<file path="config.mk">
export PLATFORM = sky130hd
export DESIGN_NAME = ap_ctrl_multi_monitor
export DESIGN_NICKNAME = d
export VERILOG_FILES = /design/src/rtl/ap_mon_pkg.sv /design/src/rtl/ap_mon_channel.sv /design/src/rtl/ap_ctrl_multi_monitor.sv
export SDC_FILE = /design/constraint.sdc
export NUM_CORES = 2
export LEC_CHECK = 0
export CORE_ASPECT_RATIO = 0.5
export CORE_MARGIN = 2
export CORE_UTILIZATION = 46
export CTS_CLUSTER_SIZE = 40
export DETAILED_ROUTE_END_ITERATION = 8
export HOLD_SLACK_MARGIN = 0.05
export MAX_ROUTING_LAYER = met4
export SLEW_MARGIN = 10
export SYNTH_ARGS = -nofsm -noshare
export SYNTH_HDL_FRONTEND = slang
export SYNTH_SLANG_ARGS = --single-unit
</file>
<file path="constraint.sdc">
create_clock -name clock -period 2.6 [get_ports clock]
set_clock_uncertainty 0.1 [all_clocks]
set_input_delay 0.39 -clock clock [delete_from_list [all_inputs] [get_ports clock]]
set_output_delay 0.39 -clock clock [all_outputs]
set_load 0.02 [all_outputs]
</file>
<file path="src/rtl/ap_mon_pkg.sv">
// -----------------------------------------------------------------------------
// ap_mon_pkg
// Shared types and helpers for the ap_ctrl multi-channel handshake monitor.
//   ap_mon_state_t : per-channel handshake FSM state
//   FLD_*          : read-port field codes (rd_field)
//   ch_idx_w()     : width of the channel-select index (at least 1 bit)
//   sat_inc()      : saturating increment for counters up to 64 bits wide
// Optional feature macro used by the design: AP_MON_LATENCY_TRACK_EN
// -----------------------------------------------------------------------------
package ap_mon_pkg;

    typedef enum logic [1:0] {
        ST_IDLE      = 2'd0,
        ST_ACTIVE    = 2'd1,
        ST_DONE_WAIT = 2'd2
    } ap_mon_state_t;

    localparam logic [2:0] FLD_STARTS = 3'd0;
    localparam logic [2:0] FLD_DONES  = 3'd1;
    localparam logic [2:0] FLD_BUSY   = 3'd2;
    localparam logic [2:0] FLD_STALL  = 3'd3;
    localparam logic [2:0] FLD_MAXLAT = 3'd4;
    localparam logic [2:0] FLD_MINLAT = 3'd5;

    // Number of selectable fields on the read port (3-bit field code).
    localparam int NUM_FLD = 8;

    // A single channel still needs a 1-bit select so the port never collapses.
    function automatic int ch_idx_w(input int n);
        return (n > 1) ? $clog2(n) : 1;
    endfunction

    // Increment v, clamping at the all-ones value of a w-bit counter.
    // Callers cast the result back to their own width.
    function automatic logic [63:0] sat_inc(input logic [63:0] v, input int w);
        logic [63:0] max_v;
        max_v = (w >= 64) ? {64{1'b1}} : ((64'd1 << w) - 64'd1);
        return (v >= max_v) ? max_v : (v + 64'd1);
    endfunction

endpackage

</file>
<file path="src/rtl/ap_mon_channel.sv">
// -----------------------------------------------------------------------------
// ap_mon_channel
// One ap_ctrl handshake monitor: IDLE/ACTIVE/DONE_WAIT FSM plus saturating
// start / done / busy / stall counters. With AP_MON_LATENCY_TRACK_EN defined
// it also times each transaction and keeps the max and min latency seen.
// Ports:
//   clock_i, reset_i : clock, synchronous active-high reset
//   freeze_i         : when high, all state holds (counters and FSM)
//   ap_start_i, ap_ready_i, ap_done_i, ap_continue_i : watched handshake
//   idle_o           : FSM currently in IDLE
//   fld_o            : all read fields, indexed by FLD_* codes, CNT_W wide
// -----------------------------------------------------------------------------
module ap_mon_channel
    import ap_mon_pkg::*;
#(
    parameter int CNT_W = 32,
    parameter int LAT_W = 16
) (
    input  logic                            clock_i,
    input  logic                            reset_i,
    input  logic                            freeze_i,
    input  logic                            ap_start_i,
    input  logic                            ap_ready_i,
    input  logic                            ap_done_i,
    input  logic                            ap_continue_i,
    output logic                            idle_o,
    output logic [NUM_FLD-1:0][CNT_W-1:0]   fld_o
);

    ap_mon_state_t     state_q, state_d;
    logic [CNT_W-1:0]  starts_q, starts_d;
    logic [CNT_W-1:0]  dones_q, dones_d;
    logic [CNT_W-1:0]  busy_q, busy_d;
    logic [CNT_W-1:0]  stall_q, stall_d;

    // accept: a completion is consumed this cycle.
    // enter : ACTIVE is (re)entered this cycle, so a new transaction begins.
    logic accept;
    logic enter;

    always_comb begin
        state_d  = state_q;
        starts_d = starts_q;
        dones_d  = dones_q;
        busy_d   = busy_q;
        stall_d  = stall_q;
        accept   = 1'b0;
        enter    = 1'b0;

        case (state_q)
            ST_IDLE: begin
                if (ap_start_i) begin
                    state_d = ST_ACTIVE;
                    enter   = 1'b1;
                end
            end
            ST_ACTIVE: begin
                if (ap_done_i) begin
                    if (ap_continue_i) begin
                        accept = 1'b1;
                        // A start alongside the accepted done is a
                        // back-to-back transaction: stay ACTIVE.
                        if (ap_start_i) begin
                            enter = 1'b1;
                        end else begin
                            state_d = ST_IDLE;
                        end
                    end else begin
                        state_d = ST_DONE_WAIT;
                    end
                end
            end
            ST_DONE_WAIT: begin
                if (ap_continue_i) begin
                    accept = 1'b1;
                    if (ap_start_i) begin
                        state_d = ST_ACTIVE;
                        enter   = 1'b1;
                    end else begin
                        state_d = ST_IDLE;
                    end
                end
            end
            default: begin
                state_d = ST_IDLE;
            end
        endcase

        // Starts are counted in any state so pipelined overlap is visible.
        if (ap_start_i && ap_ready_i) begin
            starts_d = CNT_W'(sat_inc(64'(starts_q), CNT_W));
        end
        if (accept) begin
            dones_d = CNT_W'(sat_inc(64'(dones_q), CNT_W));
        end
        if (state_q == ST_ACTIVE) begin
            busy_d = CNT_W'(sat_inc(64'(busy_q), CNT_W));
        end
        if (state_q == ST_DONE_WAIT) begin
            stall_d = CNT_W'(sat_inc(64'(stall_q), CNT_W));
        end
    end

    always_ff @(posedge clock_i) begin
        if (reset_i) begin
            state_q  <= ST_IDLE;
            starts_q <= '0;
            dones_q  <= '0;
            busy_q   <= '0;
            stall_q  <= '0;
        end else if (!freeze_i) begin
            state_q  <= state_d;
            starts_q <= starts_d;
            dones_q  <= dones_d;
            busy_q   <= busy_d;
            stall_q  <= stall_d;
        end
    end

`ifdef AP_MON_LATENCY_TRACK_EN
    logic [LAT_W-1:0] lat_q, lat_d;
    logic [LAT_W-1:0] max_lat_q, max_lat_d;
    logic [LAT_W-1:0] min_lat_q, min_lat_d;

    always_comb begin
        lat_d     = lat_q;
        max_lat_d = max_lat_q;
        min_lat_d = min_lat_q;

        // The first ACTIVE cycle counts as 1; a restart takes priority
        // over the running increment.
        if (enter) begin
            lat_d = LAT_W'(1);
        end else if (state_q == ST_ACTIVE) begin
            lat_d = LAT_W'(sat_inc(64'(lat_q), LAT_W));
        end

        if ((state_q == ST_ACTIVE) && ap_done_i) begin
            if (lat_q > max_lat_q) begin
                max_lat_d = lat_q;
            end
            if (lat_q < min_lat_q) begin
                min_lat_d = lat_q;
            end
        end
    end

    always_ff @(posedge clock_i) begin
        if (reset_i) begin
            lat_q     <= '0;
            max_lat_q <= '0;
            min_lat_q <= '1;
        end else if (!freeze_i) begin
            lat_q     <= lat_d;
            max_lat_q <= max_lat_d;
            min_lat_q <= min_lat_d;
        end
    end
`endif

    assign idle_o = (state_q == ST_IDLE);

    always_comb begin
        fld_o             = '0;
        fld_o[FLD_STARTS] = starts_q;
        fld_o[FLD_DONES]  = dones_q;
        fld_o[FLD_BUSY]   = busy_q;
        fld_o[FLD_STALL]  = stall_q;
`ifdef AP_MON_LATENCY_TRACK_EN
        fld_o[FLD_MAXLAT] = CNT_W'(max_lat_q);
        fld_o[FLD_MINLAT] = CNT_W'(min_lat_q);
`else
        // No latency registers exist: the latency fields are constant zero.
        fld_o[FLD_MAXLAT] = CNT_W'({LAT_W{1'b0}});
        fld_o[FLD_MINLAT] = CNT_W'({LAT_W{1'b0}});
`endif
    end

endmodule

</file>
<file path="src/rtl/ap_ctrl_multi_monitor.sv">
// -----------------------------------------------------------------------------
// ap_ctrl_multi_monitor
// Watches NUM_CH ap_ctrl handshakes (one ap_mon_channel each), freezes all
// counters once finish is seen, and exposes every counter through a
// registered, fully pipelined read port.
// Optional feature macro: AP_MON_LATENCY_TRACK_EN (adds max/min latency,
// fields 4 and 5; without it those fields read 0).
// Ports:
//   clock, reset  : clock, synchronous active-high reset
//   finish        : freezes all counters and FSMs from the next edge (sticky)
//   ap_start, ap_ready, ap_done, ap_continue : per-channel handshakes
//   rd_req, rd_ch, rd_field : read request, channel and field select
//   rd_valid, rd_data       : read response one cycle after rd_req
//   frozen        : sticky copy of finish
//   all_idle      : every channel FSM is in IDLE
// -----------------------------------------------------------------------------
module ap_ctrl_multi_monitor
    import ap_mon_pkg::*;
#(
    parameter int NUM_CH = 4,
    parameter int CNT_W  = 32,
    parameter int LAT_W  = 16
) (
    input  logic                          clock,
    input  logic                          reset,
    input  logic                          finish,
    input  logic [NUM_CH-1:0]             ap_start,
    input  logic [NUM_CH-1:0]             ap_ready,
    input  logic [NUM_CH-1:0]             ap_done,
    input  logic [NUM_CH-1:0]             ap_continue,
    input  logic                          rd_req,
    input  logic [ch_idx_w(NUM_CH)-1:0]   rd_ch,
    input  logic [2:0]                    rd_field,
    output logic                          rd_valid,
    output logic [CNT_W-1:0]              rd_data,
    output logic                          frozen,
    output logic                          all_idle
);

    localparam int CH_W     = ch_idx_w(NUM_CH);
    // Every encodable rd_ch value gets a slot; unused slots read zero, which
    // makes out-of-range channels return 0 without a separate compare.
    localparam int CH_SLOTS = 1 << CH_W;

    logic                                frozen_q;
    logic                                rd_valid_q;
    logic [CNT_W-1:0]                    rd_data_q, rd_data_d;
    logic [NUM_FLD-1:0][CNT_W-1:0]       fld_slot [CH_SLOTS];
    logic [NUM_CH-1:0]                   idle_ch;

    genvar gi;
    generate
        for (gi = 0; gi < CH_SLOTS; gi++) begin : g_slot
            if (gi < NUM_CH) begin : g_live
                ap_mon_channel #(
                    .CNT_W (CNT_W),
                    .LAT_W (LAT_W)
                ) u_ch (
                    .clock_i       (clock),
                    .reset_i       (reset),
                    .freeze_i      (frozen_q),
                    .ap_start_i    (ap_start[gi]),
                    .ap_ready_i    (ap_ready[gi]),
                    .ap_done_i     (ap_done[gi]),
                    .ap_continue_i (ap_continue[gi]),
                    .idle_o        (idle_ch[gi]),
                    .fld_o         (fld_slot[gi])
                );
            end else begin : g_pad
                assign fld_slot[gi] = '0;
            end
        end
    endgenerate

    // Select from the current register values, so a read sees counters as
    // they stood before this cycle's updates land.
    assign rd_data_d = fld_slot[rd_ch][rd_field];

    always_ff @(posedge clock) begin
        if (reset) begin
            frozen_q   <= 1'b0;
            rd_valid_q <= 1'b0;
            rd_data_q  <= '0;
        end else begin
            if (finish) begin
                frozen_q <= 1'b1;
            end
            rd_valid_q <= rd_req;
            if (rd_req) begin
                rd_data_q <= rd_data_d;
            end
        end
    end

    assign rd_valid = rd_valid_q;
    assign rd_data  = rd_data_q;
    assign frozen   = frozen_q;
    // Built from the state registers only, so it tracks the post-edge states.
    assign all_idle = &idle_ch;

endmodule

</file>
==> metrics.md <==
| Metric | Value |
|---|---|
| Status | completed |
| Syn_nets | 3548 |
| Dpl cell area | 33100 sq um |
| Final hold violation count | 0 |
| Per-cell routed wire length | roughly 22 um |
| Peak Freq | 399 MHz |
| Synth Area in XOR/XNOR | approximately 11% |
| Initial DRC Count | 3003 |
| Highest routed layer | met4 |
| Clock sink count | 554 |
| Largest net degree at the start of global routing | 214 |
| Post-CTS setup buffer count | 0 |
| Data required, critical path | 2.11 ns |
| Fin area | 35000 sq um |
| Max rail drop VDD | slightly below 0.0005 V |
| Share of cells above drive strength 1 | 11.4% |
| Sequential element share of the synthesized area | 36.5% |
| RSZ-0062 raised after global routing | no |
| Post-synthesis mux area share | approximately a tenth |
| CP endpoint kind | output port |
| Pwr/cell area | 530 nW/um^2 |
| Measured slew at the worst slew-check pin | 1.15 ns |
| WHS | 0.213 ns |
| Setup WS post-layout | 0.0922 ns |
| Routability cong. | 0.977 |
| Met3 WL | 7.91 mm |
| Commonest non-fill, non-tap cell in the layout | dfxtp_1 |
| Height of the die | 186 um |
| Synth Area in Adders | 1.32% |
| Post-synth EDFFs | 0 |
| Routed WL | 102 mm |
| Core Rows | 66 |
| Reg clk slew, reported paths | about 0.07 ns |
| Final nets | 3660 |
| Remaining DRCs | 0 |
| Simple-gate area share of the yosys netlist | 23.1% |
| Total of max-cap violations | 0 |
| Global Route Usage Sum | roughly 30% |
| Slew Viols, Final | 0 |
| Largest family of logic cells by synthesized area | simple AND/OR/NAND/NOR gates |
| TritonCTS Buffers | 53 |
| Async S/R FF share, synth | 0% |
| Max Root-Sink Buffers | 3 |
| Worst slew margin | between 20% and 30% |
| Core box area | 65200 sq um |
| Layout area overhead | 15.2% |
| Period utilisation layout | 96.5% |
| DRT Pass-1 Iters | 5 |
| Final TNS setup | 0 ns |
| Synthesis-stage register bit count | 554 |
| Commonest non-fill, non-tap cells in the layout | dfxtp_1, a21oi_1, nand2_1, xor2_1, buf_4 |
| Global-route wire length before repair | 155 mm |
| CTS tree | built |
| Post-DP HPWL | 75.3 mm |
| Setup violations, final | 0 |
| Antenna-violating nets left | 0 |
| Kind of critical path | reg -> out |
| Compound-cell area share of the yosys netlist | 14.7% |
| Leakage | 11.9 nW |
| Via-to-Cell Ratio | 6.22 |
| Die Span X | around 370 um |
| Min Tclk post-route | 2.51 ns |
| Worst Hold Class | in -> reg |
| Top_reg_cell synth | dfxtp_1 |
| I/O pins | 60 |
| CP max FO | 21 |
| Congestion Overflow GR | 0 |
| Initial Utilization | 46.7% |
| Synth warn | 0 |
| DP Worst Slack | 0.0538 ns |
| Routed wire length on met2 | 44.3 mm |
| Clk_lat worst skew | 0.63 ns |
| Vias in the first global route | 25400 |
| Die area | 68300 sq um |
| CP arrival | between 2 and 2.5 ns |
| Vias | 28200 |
| Synthesized area | 30400 sq um |
| Port Buffers | 59 |
| Htree depth | 2 |
| CP Launch Type | flop |
| Met1 wire length | 46.7 mm |
| Syn Inst Count | 3491 |
| Initial antenna violation count | 7 |
| Syn_area_per_cell | 8.71 sq um |
| Clk root buf | clkbuf_16 |
| Distinct cells, synth | 70 |
routing by layer:
layer	global-route usage, %	vias up
met4	8.33	0
met2	44.7	1037
met3	3.86	148
met1	42.6	13900
met5	-	-
li1	-	13200
area by class of cell:
type,instances,area [sq um]
multi-input cells,2649,18200
clock buffers,71,1480
repair buffers,276,2450
flip-flops and latches,554,11100
diodes,4,10.0
clock inverters,27,400
fillers,6072,30100
inverters,69,259
well taps,884,1110
cell families (layout without fill, tap and decap cells):
| kind of cell | Yosys count | count (layout) |
|---|---|---|
| and+or+nand+nor | 1262 | 1262 |
| xor gates and xnor gates | 386 | 386 |
| muxes | 211 | 211 |
| other | 0 | 4 |
| adders and majority gates | 32 | 32 |
| AOI/OAI and AO/OA | 758 | 758 |
| DFF | 554 | 554 |
| buffers and inverters | 288 | 443 |
path summary, 6_finish.rpt:
path	endpoint	slack (ns)	from	cells past startpoint
max	frozen	0.09	frozen$_SDFFE_PP0P_	2
min	frozen$_SDFFE_PP0P_	0.21	finish	3
min reg2reg	rd_data[27]$_SDFFE_PP0P_	0.36	rd_data[27]$_SDFFE_PP0P_	1
max reg2reg	g_slot[0].g_live.u_ch.dones_q[23]$_SDFFE_PP0P_	0.10	g_slot[0].g_live.u_ch.state_q[0]$_SDFFE_PP0P_	8
timing repair:
item / in CTS / in global routing
endpoints found under the setup margin: 2 / 7
endpoints found under the hold margin: 31 / 0
resized for setup: 2 / 3
hold buffers: 1 / 0
state kept, by name, indices dropped and copies added, names as in the netlist:
name                         cells
frozen                           1
g_slot.g_live.u_ch.busy_q      128
g_slot.g_live.u_ch.dones_q     128
g_slot.g_live.u_ch.stall_q     128
g_slot.g_live.u_ch.starts_q    128
g_slot.g_live.u_ch.state_q       8
rd_data                         32
rd_valid                         1
metrics by stage:
stage | std cells | power, W | util [%]
global route | 4534 | 0.0191 | 53.8
finish | 4534 | 0.0186 | 53.8
CTS | 4530 | 0.0186 | 53.7
floorplan | 3491 | 0.00950 | -
global placement | 4431 | 0.0100 | 50.8
detailed placement | 4431 | 0.0101 | 50.8
power by group:
group	switching (W)	internal, W	leakage [nW]
combinational	0.000776	0.000491	6.51
clock	0.00367	0.00500	0.926
sequential	0.0000796	0.00854	4.47
synthesized netlist by cell type (all sizes together), types with 9 or more instances:
cell	count	share of area, %
nor4	81	1.9
mux2i	147	4.8
a211oi	18	0.44
xor2	201	5.8
a221oi	30	0.86
mux4	64	4.7
o21ai	57	0.94
and2	40	0.82
a21oi	463	7.6
nand4	190	3.9
and4b	13	0.43
a22oi	51	1.3
nand3	170	2.8
or2	15	0.31
dfxtp	554	36
nor3	124	2.1
buf	46	0.79
a31oi	31	0.64
clkbuf	173	2.1
and4	65	1.9
ha	32	1.3
or4	15	0.37
nand2b	33	0.68
o31ai	24	0.59
o211ai	12	0.30
nor2b	18	0.37
nand3b	10	0.25
a311oi	17	0.49
and3	76	1.6
nor2	149	1.8
nand2	222	2.8
a21o	16	0.39
or3	13	0.27
xnor2	185	5.3
inv	69	0.85
nand4b	9	0.31
critical path: stages (launching register included):
cell and delay (ns):
dfxtp_4 0.51, buf_12 0.23, clkdlybuf4s50_1 0.63
Power figures use the tool's default switching activity.
